[src/rtl/counter_bank_arbiter.sv]
// Round-robin shared bank of counters: two valid/ready requesters issue read/add/load/clear.
// Response is registered one cycle after accept; ready equals grant and responses are never backpressured.
module counter_bank_arbiter #(
    parameter int WIDTH = 8,
    parameter int NCNT  = 4,
    parameter int IDXW  = 2
) (
    input  logic                  clk,
    input  logic                  rst_n,
    input  logic                  req0_valid,
    output logic                  req0_ready,
    input  logic [1:0]            req0_op,
    input  logic [IDXW-1:0]       req0_idx,
    input  logic [WIDTH-1:0]      req0_data,
    input  logic                  req1_valid,
    output logic                  req1_ready,
    input  logic [1:0]            req1_op,
    input  logic [IDXW-1:0]       req1_idx,
    input  logic [WIDTH-1:0]      req1_data,
    output logic                  rsp_valid,
    output logic                  rsp_id,
    output logic [WIDTH-1:0]      rsp_value,
    output logic [NCNT*WIDTH-1:0] count_flat
);

    typedef enum logic [1:0] {
        OP_READ  = 2'b00,
        OP_ADD   = 2'b01,
        OP_LOAD  = 2'b10,
        OP_CLEAR = 2'b11
    } op_t;

    logic [WIDTH-1:0] cnt [NCNT];
    logic             last_grant;

    logic             gnt_vld;
    logic             gnt_id;
    op_t              sel_op;
    logic [IDXW-1:0]  sel_idx;
    logic [WIDTH-1:0] sel_data;
    logic [WIDTH-1:0] new_value;

    // On a tie the requester that did not win last time gets the grant.
    assign gnt_vld    = req0_valid | req1_valid;
    assign gnt_id     = req1_valid & (~req0_valid | ~last_grant);
    assign req0_ready = req0_valid & ~gnt_id;
    assign req1_ready = req1_valid & gnt_id;

    always_comb begin
        sel_op   = gnt_id ? op_t'(req1_op) : op_t'(req0_op);
        sel_idx  = gnt_id ? req1_idx  : req0_idx;
        sel_data = gnt_id ? req1_data : req0_data;
        new_value = cnt[sel_idx];
        case (sel_op)
            OP_READ:  new_value = cnt[sel_idx];
            OP_ADD:   new_value = cnt[sel_idx] + sel_data;
            OP_LOAD:  new_value = sel_data;
            OP_CLEAR: new_value = '0;
            default:  new_value = cnt[sel_idx];
        endcase
    end

    always_ff @(posedge clk or negedge rst_n) begin
        if (!rst_n) begin
            for (int i = 0; i < NCNT; i++) begin
                cnt[i] <= '0;
            end
            last_grant <= 1'b1;
            rsp_valid  <= 1'b0;
            rsp_id     <= 1'b0;
            rsp_value  <= '0;
        end else begin
            rsp_valid <= gnt_vld;
            if (gnt_vld) begin
                cnt[sel_idx] <= new_value;
                last_grant   <= gnt_id;
                rsp_id       <= gnt_id;
                rsp_value    <= new_value;
            end
        end
    end

    always_comb begin
        count_flat = '0;
        for (int i = 0; i < NCNT; i++) begin
            count_flat[i*WIDTH +: WIDTH] = cnt[i];
        end
    end

endmodule

[config.mk]
export PLATFORM = sky130hd
export DESIGN_NAME = counter_bank_arbiter
export DESIGN_NICKNAME = d
export VERILOG_FILES = /design/src/rtl/counter_bank_arbiter.sv
export SDC_FILE = /design/constraint.sdc
export NUM_CORES = 1
export LEC_CHECK = 0
export BUFFER_PORTS_ARGS = -buffer_cell sky130_fd_sc_hd__buf_4
export CAP_MARGIN = 20
export CORE_UTILIZATION = 55
export DETAILED_ROUTE_END_ITERATION = 8
export GPL_TIMING_DRIVEN = 0
export PLACE_DENSITY_LB_ADDON = 0.05
export REMOVE_ABC_BUFFERS = 1
export SLEW_MARGIN = 30
export SYNTH_ARGS = -nofsm -noshare
export SYNTH_HDL_FRONTEND = slang
export SYNTH_SLANG_ARGS = --single-unit
[constraint.sdc]
create_clock -name clk -period 5.07 [get_ports clk]
set_input_delay 0.2535 -clock clk [delete_from_list [all_inputs] [get_ports clk]]
set_output_delay 0.2535 -clock clk [all_outputs]
set_load 0.01 [all_outputs]
## After elaboration in Yosys (flattened, before gate mapping)

Cells that the tools add are included.

| storage, ports and cells | value |
|---|---|
| output and inout bits | 44 |
| register bits | 43 |
| input bits | 28 |
| word-level logic and storage cells | 35 |

| operators by class | value |
|---|---|
| reductions and logical operators | 2 |
| mux-type cells | 10 |
| equality and inequality tests | 3 |
| magnitude comparators | 2 |
| $add $sub $neg | 1 |
| bitwise gates (word level) | 9 |

Operators with widths:

| operator | count |
|---|---|
| $bwmux W32 | 1 |
| $mux W8 | 4 |
| $pmux W8 S4 | 1 |
| $bmux W8 S2 | 1 |
| $demux W8 S2 | 1 |
| $add A8 B8 Y8 | 1 |
| $eq A2 B2 Y1 const B | 2 |
| $mux W2 | 2 |
| $and A1 B1 Y1 | 3 |
| $ge A3 B3 Y1 const B | 1 |
| $lt A3 B1 Y1 const B | 1 |
| $not A1 Y1 | 3 |
| $not A2 Y3 | 1 |
| $eq A2 B1 Y1 const B | 1 |
| $logic_not A2 Y1 | 1 |
| $or A1 B1 Y1 | 2 |
| $logic_and A1 B1 Y1 | 1 |

## Depth between registers and ports, before layout

Gate-level depths: netlist of the first run.

| logic depth | value |
|---|---|
| depth in word-level cells | 11 |
| depth in mapped cells | 13 |
| gate-level depth less buffers | 12 |

## Worst setup path before layout of the first run

No wires, ideal clock.

| timing path | value |
|---|---|
| path type | reg2reg |
| start | register last_grant |
| end | register rsp_value[7] |
| buffers on the path | 1 |
| clock period less this slack | 3.323 ns |
| setup time | 0.083 ns |
| data required time | 4.987 ns |
| path slack | 1.747 ns |
| stages on the path, launching flop included | 12 |
| arrival time | 3.240 ns |
| path through | dfstp_2 -> a21boi_4 -> mux2i_1 -> buf_4 -> mux2i_1 -> mux2i_1 -> ha_1 -> or4_1 -> o221a_2 -> nor4_1 -> o21ai_0 -> a31oi_1 |

| on the way | value |
|---|---|
| word-level cells in the longest chain between the ends | 10 |
| elaborated cells between the ends (all ways) | 16 |
| those cells by class | add/sub (1); eq/ne (3); mux (7); bitwise (4); reduce/logical (1) |

RTL lines:

| element | line | RTL |
|---|---|---|
| start: declaration | 34 | `logic last_grant;` |
| start signal: assignment | 76 | `last_grant <= gnt_id;` |
| $not A1 Y1 (*) | 45 | `assign gnt_id = req1_valid & (~req0_valid \| ~last_grant);` |
| $or A1 B1 Y1 (*) | 45 |  |
| $and A1 B1 Y1 (*) | 45 |  |
| $mux W2 | 51 | `sel_idx = gnt_id ? req1_idx : req0_idx;` |
| $not A2 Y3 (implied by the code) | 55, 56 |  |
| $bmux W8 S2 | -- |  |
| $mux W8 (implied by the code) (2 in series) | 55, 56 |  |
| $add A8 B8 Y8 | 56 | `OP_ADD: new_value = cnt[sel_idx] + sel_data;` |
| $pmux W8 S4 (*) | 54 | `case (sel_op)` |
| end signal: assignment | 78 | `rsp_value <= new_value;` |
| end: declaration | 22 | `output logic [WIDTH-1:0] rsp_value,` |

Every way passes the cells marked *; elsewhere a longest branch is shown, timed or not. The select of a mux whose other input is x is not followed.
A chain may end at the register's enable or synchronous reset.

## Worst setup path after layout of the first run

Ends and elaborated chain as after synthesis.

==> run_results.csv, run 1 <==
group,metric,value,unit
timing,fin_crit_sh,0.862,
route,drt_iter0_markers,203,
layout,area_growth,24.9,%
floorplan,num_rows,24,
layout,nFillCells,363,
placed_design,placed_cell_area,3160,µm²
synth,ys_seq_elements,43,
synth,synth-edff-count,0,
synth,synth_area_per_cell,9.56,µm²
synth,yosysUniqueCellTypes,46,
route,drc_errors,0,
global_routing,antenna_found_initial,0,
timing,slew_viol_final,0,
timing,finalHoldViolations,0,
power,power.density,485,nW/µm²
timing,relSlewSlack,0.318,
timing,worstMarginPinSlew,0.994,ns
setup_path,endpoint_kind,"flop",
route,route.vias.total,2411,
route,ant_nets,0,
setup_path,reg2reg_depth,10,
timing,period_minus_slack,4.37,ns
global_routing,grt_max_degree,44,
clock_tree,cts_buffers,5,
timing,finalClockSkew,0.00693,ns
flow_run,cap_violations,0,
clock_tree,htree_levels,2,
synth,synth_ff_type,"dfrtp_1",
floorplan,placeableCoreArea,4440,µm²
synth,async_reset_ff_frac,1.00,
layout,seqCellArea,1080,µm²
synth,synth_warnings,0,
timing,rsz0062_at_grt,"false",
synth,syn_inst,273,
setup_path,cp.arrival,4.59,ns
clock_tree,cts_tree,"done",
layout,num_antenna_cells,0,
timing,setup_viol,0,
setup_path,cp_num_buf_inv,0,
power,leakage,0.00154,µW
setup_path,reg2reg_slack,0.70,ns
setup_path,cp_top_family,"compound AO/OA/AOI/OAI gates",
layout,final_cells,392,
route,routedWlPerCell,17.1,µm
clock_tree,ctsRootBufferMaster,"clkbuf_8",
setup_path,startpoint_type,"flop",
timing,hold-worst-slack,0.132,ns
clock_tree,path_clk_slew,0.08,ns
route,wl,6700,µm
worst_hold_path,min_path_type,"input port to flop",
setup_path,path_cells,"a21boi_4 > mux2i_4 > mux4_2 > ha_1 > a211oi_1 > nor2_1 > o221a_2 > nor4_1 > o21ai_0 > a31oi_1",
placed_design,port_buffers,71,
setup_path,cp_max_fo,23,
setup_path,r2r_start,"last_grant",
clock_tree,clk_latency,0.30,ns
route,avgViaCountPerCell,6.15,
layout,drive_above_1_share,0.309,
placed_design,gp_congestion,0.893,
power,ir_worst_vdd,0.000260,V
layout,final_area,3260,µm²
setup_path,r2r_end,"rsp_value[7]",
global_routing,grt_first_pass_wirelength,10900,µm
worst_hold_path,min_to,"last_grant",
synth,yosysSeqAreaShare,0.413,
setup_path,worst_path_largest_cell_delay,0.71,ns
clock_tree,clock-sinks,43,
outcome,status,"complete, no violations",
timing,fmax,229,MHz
placed_design,dp_cells,383,
worst_hold_path,holdCritStartpoint,"req0_valid",
clock_tree,clk_path_buf_depth,2,
global_routing,grt_pass1_vias,2222,
route,firstDrtPassIters,9,
layout,nets,375,
layout,multi_input_area,1460,µm²
global_routing,overflow,0,
worst_hold_path,min_path_cells,2,
floorplan,die_width,70.9,µm
placed_design,hpwl,4630,µm
setup_path,cp.depth,10,
setup_path,critPathSlowestCell,"a21boi_4",
floorplan,fp.dieArea,5020,µm²
global_routing,grt_usage,0.280,
synth,syn-cell-area,2610,µm²
floorplan,ioPinCount,72,
setup_path,worst_ep_required_time,5.29,ns
timing,fin_setup_tns,0,ns
setup_path,criticalPathCategory,"flop to flop",
floorplan,start_util,0.587,
floorplan,die_height,70.9,µm
## cell families after synthesis
family                     after synthesis  share of synthesized area
and+or+nand+nor                         91                      0.153
AOI/OAI and AO/OA                       75                      0.189
DFF                                     43                      0.413
muxes                                   36                      0.167
buffers and inverters                   19                     0.0336
adders and majority gates                8                     0.0412
xor gates and xnor gates                 1                    0.00336
## cells in the final DEF (no fill, tap or decap), drive strengths merged, types with 4 or more instances in the layout
cell type / instances
o31ai: 8
inv: 6
o21ai: 31
nand2b: 4
mux2i: 18
nand2: 36
ha: 7
a21oi: 9
mux4: 4
nor2: 28
clkbuf: 7
o211ai: 4
buf: 71
nor3: 7
dfrtp: 42
nand3: 5
mux2: 14
## metrics by stage
| step | setup WS [ns] | util | power, µW |
|---|---|---|---|
| finish | 0.700 | 0.733 | 1580 |
| global route | 0.365 | 0.733 | 1690 |
| CTS | 0.741 | 0.733 | 1580 |
| detailed placement | 0.725 | 0.711 | 1360 |
| global placement | 0.103 | 0.707 | 1330 |
| floorplan | 0.990 | - | 1020 |
## synthesized netlist by cell type (3+ instances only)
cell / instances / area share
a31oi_1: 3 / 0.0072
o21a_1: 3 / 0.0086
ha_1: 7 / 0.034
nand2b_1: 4 / 0.0096
clkbuf_1: 7 / 0.010
mux4_2: 4 / 0.035
buf_2: 4 / 0.0077
nand2_1: 36 / 0.052
o31ai_1: 8 / 0.023
nand3_1: 5 / 0.0096
inv_1: 5 / 0.0072
dfrtp_1: 42 / 0.40
a21oi_1: 9 / 0.017
o21ai_0: 31 / 0.059
mux2i_1: 17 / 0.065
nor3_1: 7 / 0.013
mux2_2: 13 / 0.056
nor2_1: 28 / 0.040
o211ai_1: 4 / 0.012
or3_1: 3 / 0.0072
## metal layers
layer  wire, µm  vias to the layer above  global-route usage
met4        105                        0               0.104
met5          0                        -                   0
met3        410                       12              0.0570
met1       2960                     1177               0.380
li1           -                     1127                   -
met2       3220                       95               0.449
## power breakdown
group	internal [µW]	total [µW]	switching, µW
clock	110	228	118
combinational	386	787	401
sequential	470	566	96.1
## flip-flops by register name, indices dropped and copies added (netlist names)
signal      flops
count_flat     32
last_grant      1
rsp_id          1
rsp_valid       1
rsp_value       8
## final cells by class
| type | instances | share of cell area |
|---|---|---|
| Multi-Input combinational cell | 211 | 0.448 |
| Sequential cell | 43 | 0.331 |
| Timing Repair Buffer | 72 | 0.167 |
| Clock buffer | 7 | 0.0265 |
| Tap cell | 52 | 0.0200 |
| Inverter | 6 | 0.00691 |
| Clock inverter | 1 | 0.00154 |
## worst max-delay path by stage
stage	start	end	slack (ns)
after global routing	last_grant	rsp_value[7]	0.37
after detailed placement	req0_valid	rsp_value[7]	0.72
after CTS	last_grant	rsp_value[7]	0.74
after global placement	req0_valid	rsp_value[7]	0.10
after floorplan	last_grant	rsp_value[7]	0.99
final	last_grant	rsp_value[7]	0.70
## timing repair
item,4_1_cts,5_1_grt
hold buffers,1,0
buffers inserted,0,0
gates resized for setup,0,0
hold endpoints to repair,42,0
Power figures use the tool's default switching activity.
==> run 2: changes to the inputs <==
--- a/config.mk
+++ b/config.mk
@@ -7,11 +7,13 @@
 export LEC_CHECK = 0
 export BUFFER_PORTS_ARGS = -buffer_cell sky130_fd_sc_hd__buf_4
 export CAP_MARGIN = 20
-export CORE_UTILIZATION = 55
+export CORE_ASPECT_RATIO = 1.5
+export CORE_UTILIZATION = 47
 export DETAILED_ROUTE_END_ITERATION = 8
 export GPL_TIMING_DRIVEN = 0
 export PLACE_DENSITY_LB_ADDON = 0.05
 export REMOVE_ABC_BUFFERS = 1
+export SKIP_LAST_GASP = 1
 export SLEW_MARGIN = 30
 export SYNTH_ARGS = -nofsm -noshare
 export SYNTH_HDL_FRONTEND = slang
==> constraint.sdc (replaced) <==
create_clock -name clk -period 3.55 [get_ports clk]
set_input_delay 0.1775 -clock clk [delete_from_list [all_inputs] [get_ports clk]]
set_output_delay 0.1775 -clock clk [all_outputs]
set_load 0.01 [all_outputs]
==> run 2 against run 1 <==
Against the previous run:
- die area rose by 17%
- non-clock buffer count rose by 9
- via count fell by 3.0%
- first-iteration DRC count fell by 62%
- fmax rose by 28%
- critical path type unchanged
- clock power rose by 74%
- clock skew rose by 0.0016 ns
- critical endpoint unchanged
- sequential cell count did not move
- power rose by 52%
- global-route usage fell by 3.4 points
- core utilization fell by 7.0 points
==> run_results.csv, run 2 (synthesized netlist as in run 1, its figures left out) <==
group,metric,value,unit
clock_tree,cts_buffers,5,
timing,fmax,293,MHz
clock_tree,clock-sinks,43,
floorplan,die_width,62.8,µm
layout,largest_register_ffs,32,
floorplan,ioPinCount,72,
worst_hold_path,min_path_cells,2,
placed_design,gp_congestion,0.814,
layout,layout_commonest_cell,"buf_4",
setup_path,cp.arrival,3.64,ns
setup_path,r2r_end,"rsp_value[7]",
setup_path,reg2reg_slack,0.13,ns
worst_hold_path,min_path_type,"input port to flop",
clock_tree,clk_latency,0.30,ns
power,power.density,689,nW/µm²
timing,finalClockSkew,0.00858,ns
setup_path,worst_ep_required_time,3.78,ns
power,leakage,0.00161,µW
layout,area_growth,33.4,%
outcome,status,"complete, no violations",
timing,finalHoldViolations,0,
worst_hold_path,min_to,"last_grant",
layout,nets,385,
global_routing,antenna_found_initial,0,
clock_tree,path_clk_slew,0.09,ns
placed_design,port_buffers,71,
power,finalPower,2400,µW
timing,slew_viol_final,0,
timing,relSlewSlack,0.357,
power,ir_worst_vdd,0.000463,V
route,wl,6810,µm
setup_path,endpoint_kind,"flop",
timing,fin_crit_sh,0.963,
layout,num_antenna_cells,0,
timing,hold-worst-slack,0.0869,ns
setup_path,criticalPathCategory,"flop to flop",
layout,mostFrequentLayoutCells,"78 x buf_4, 42 x dfrtp_1, 36 x nand2_1, 29 x o21ai_0, 27 x nor2_1",
clock_tree,cts_tree,"done",
setup_path,startpoint_type,"flop",
global_routing,grt_pass1_vias,2247,
layout,final_util,0.663,
route,drt_iter0_markers,78,
floorplan,num_rows,32,
clock_tree,clk_path_buf_depth,2,
setup_path,r2r_start,"last_grant",
timing,setup_viol,0,
route,routedWlPerCell,16.3,µm
setup_path,worst_path_largest_cell_delay,0.56,ns
floorplan,die_height,93.2,µm
floorplan,placeableCoreArea,5250,µm²
clock_tree,htree_levels,2,
clock_tree,ctsRootBufferMaster,"clkbuf_8",
floorplan,fp.dieArea,5860,µm²
route,firstDrtPassIters,4,
layout,drive_above_1_share,0.357,
global_routing,grt_first_pass_wirelength,11000,µm
global_routing,grt_usage,0.246,
route,avgViaCountPerCell,5.59,
setup_path,critPathSlowestCell,"dfstp_2",
global_routing,grt_max_degree,44,
setup_path,path_cells,"a21boi_4 > buf_12 > mux2_4 > mux4_2 > ha_1 > or4_1 > o221a_2 > nor4_4 > o21ai_0 > a31oi_1",
timing,fin_setup_tns,0,ns
route,route.vias.total,2338,
placed_design,hpwl,4620,µm
layout,final_cells,418,
setup_path,reg2reg_depth,10,
timing,worstMarginPinSlew,0.946,ns
flow_run,cap_violations,0,
worst_hold_path,holdCritStartpoint,"req0_valid",
global_routing,overflow,0,
setup_path,cp_max_fo,8,
timing,period_minus_slack,3.42,ns
floorplan,start_util,0.497,
route,drc_errors,0,
placed_design,dp_cells,399,
timing,rsz0062_at_grt,"true",
route,ant_nets,0,
[run 2: cell types whose count changed in the layout (fill, tap and decap cells not counted), moves of 2 or more]
cell      change
buf_4         +7
o21ai_0       -2
a211oi_2      +2
a211oi_1      -2
buf_12        +2
o21ai_1       +2
[run 2: stage by stage]
step / setup slack [ns] / instance area [µm²]
after global routing: -0.0708 / 3480
final: 0.131 / 3480
after global placement: -1.51 / 3160
after CTS: 0.0171 / 3400
after detailed placement: -0.818 / 3180
after floorplan: -0.530 / 2540
[run 2: worst max path at each step]
stage          startpoint        endpoint  slack [ns]  cells after the start
2_1_floorplan  last_grant    rsp_value[7]       -0.53                      9
3_5_place_dp   last_grant    rsp_value[7]       -0.82                     10
5_1_grt        last_grant    rsp_value[7]       -0.07                     12
3_3_place_gp   last_grant    rsp_value[7]       -1.51                     10
6_report       last_grant    rsp_value[7]        0.13                     10
4_1_cts        last_grant  count_flat[22]        0.02                     13
[run 2: where the power goes]
group / total, µW / internal (µW) / leakage (µW) / switching, µW
clock: 396 / 228 / 0.0000612 / 168
sequential: 811 / 671 / 0.000541 / 140
combinational: 1190 / 595 / 0.00101 / 594
[run 2: metal layers]
metal  GRT usage  vias to the layer above  routed length, µm
met2       0.433                       71               3520
met5           0                        -                  0
li1            -                     1151                  -
met1       0.297                     1107               2870
met3      0.0390                        9                333
met4      0.0988                        0                 88
[run 2: critical path: cells and delay by family (launching register included)]
kind,cells,cell delay (ns)
compound gates,4,0.73
fa+ha+maj,1,0.26
buf+inv,1,0.14
flops,1,0.56
mux,2,0.83
simple gates,2,0.84
[run 2: layout make-up]
cell class	instances	area (µm²)
Clock buffer	6	82.6
Inverter	6	22.5
Timing Repair Buffer	81	636
Multi-Input combinational cell	212	1540
Tap cell	68	85.1
Clock inverter	2	35.0
Fill cell	451	1770
Sequential cell	43	1080
[run 2: repair_timing]
item | in CTS | in global routing
pin swaps | 1 | 1
resized for setup | 2 | 10
hold buffers | 1 | 0
setup buffers | 6 | 3
cloned | 1 | 0
endpoints found under the setup margin | 35 | 15
hold endpoints to repair | 42 | 0
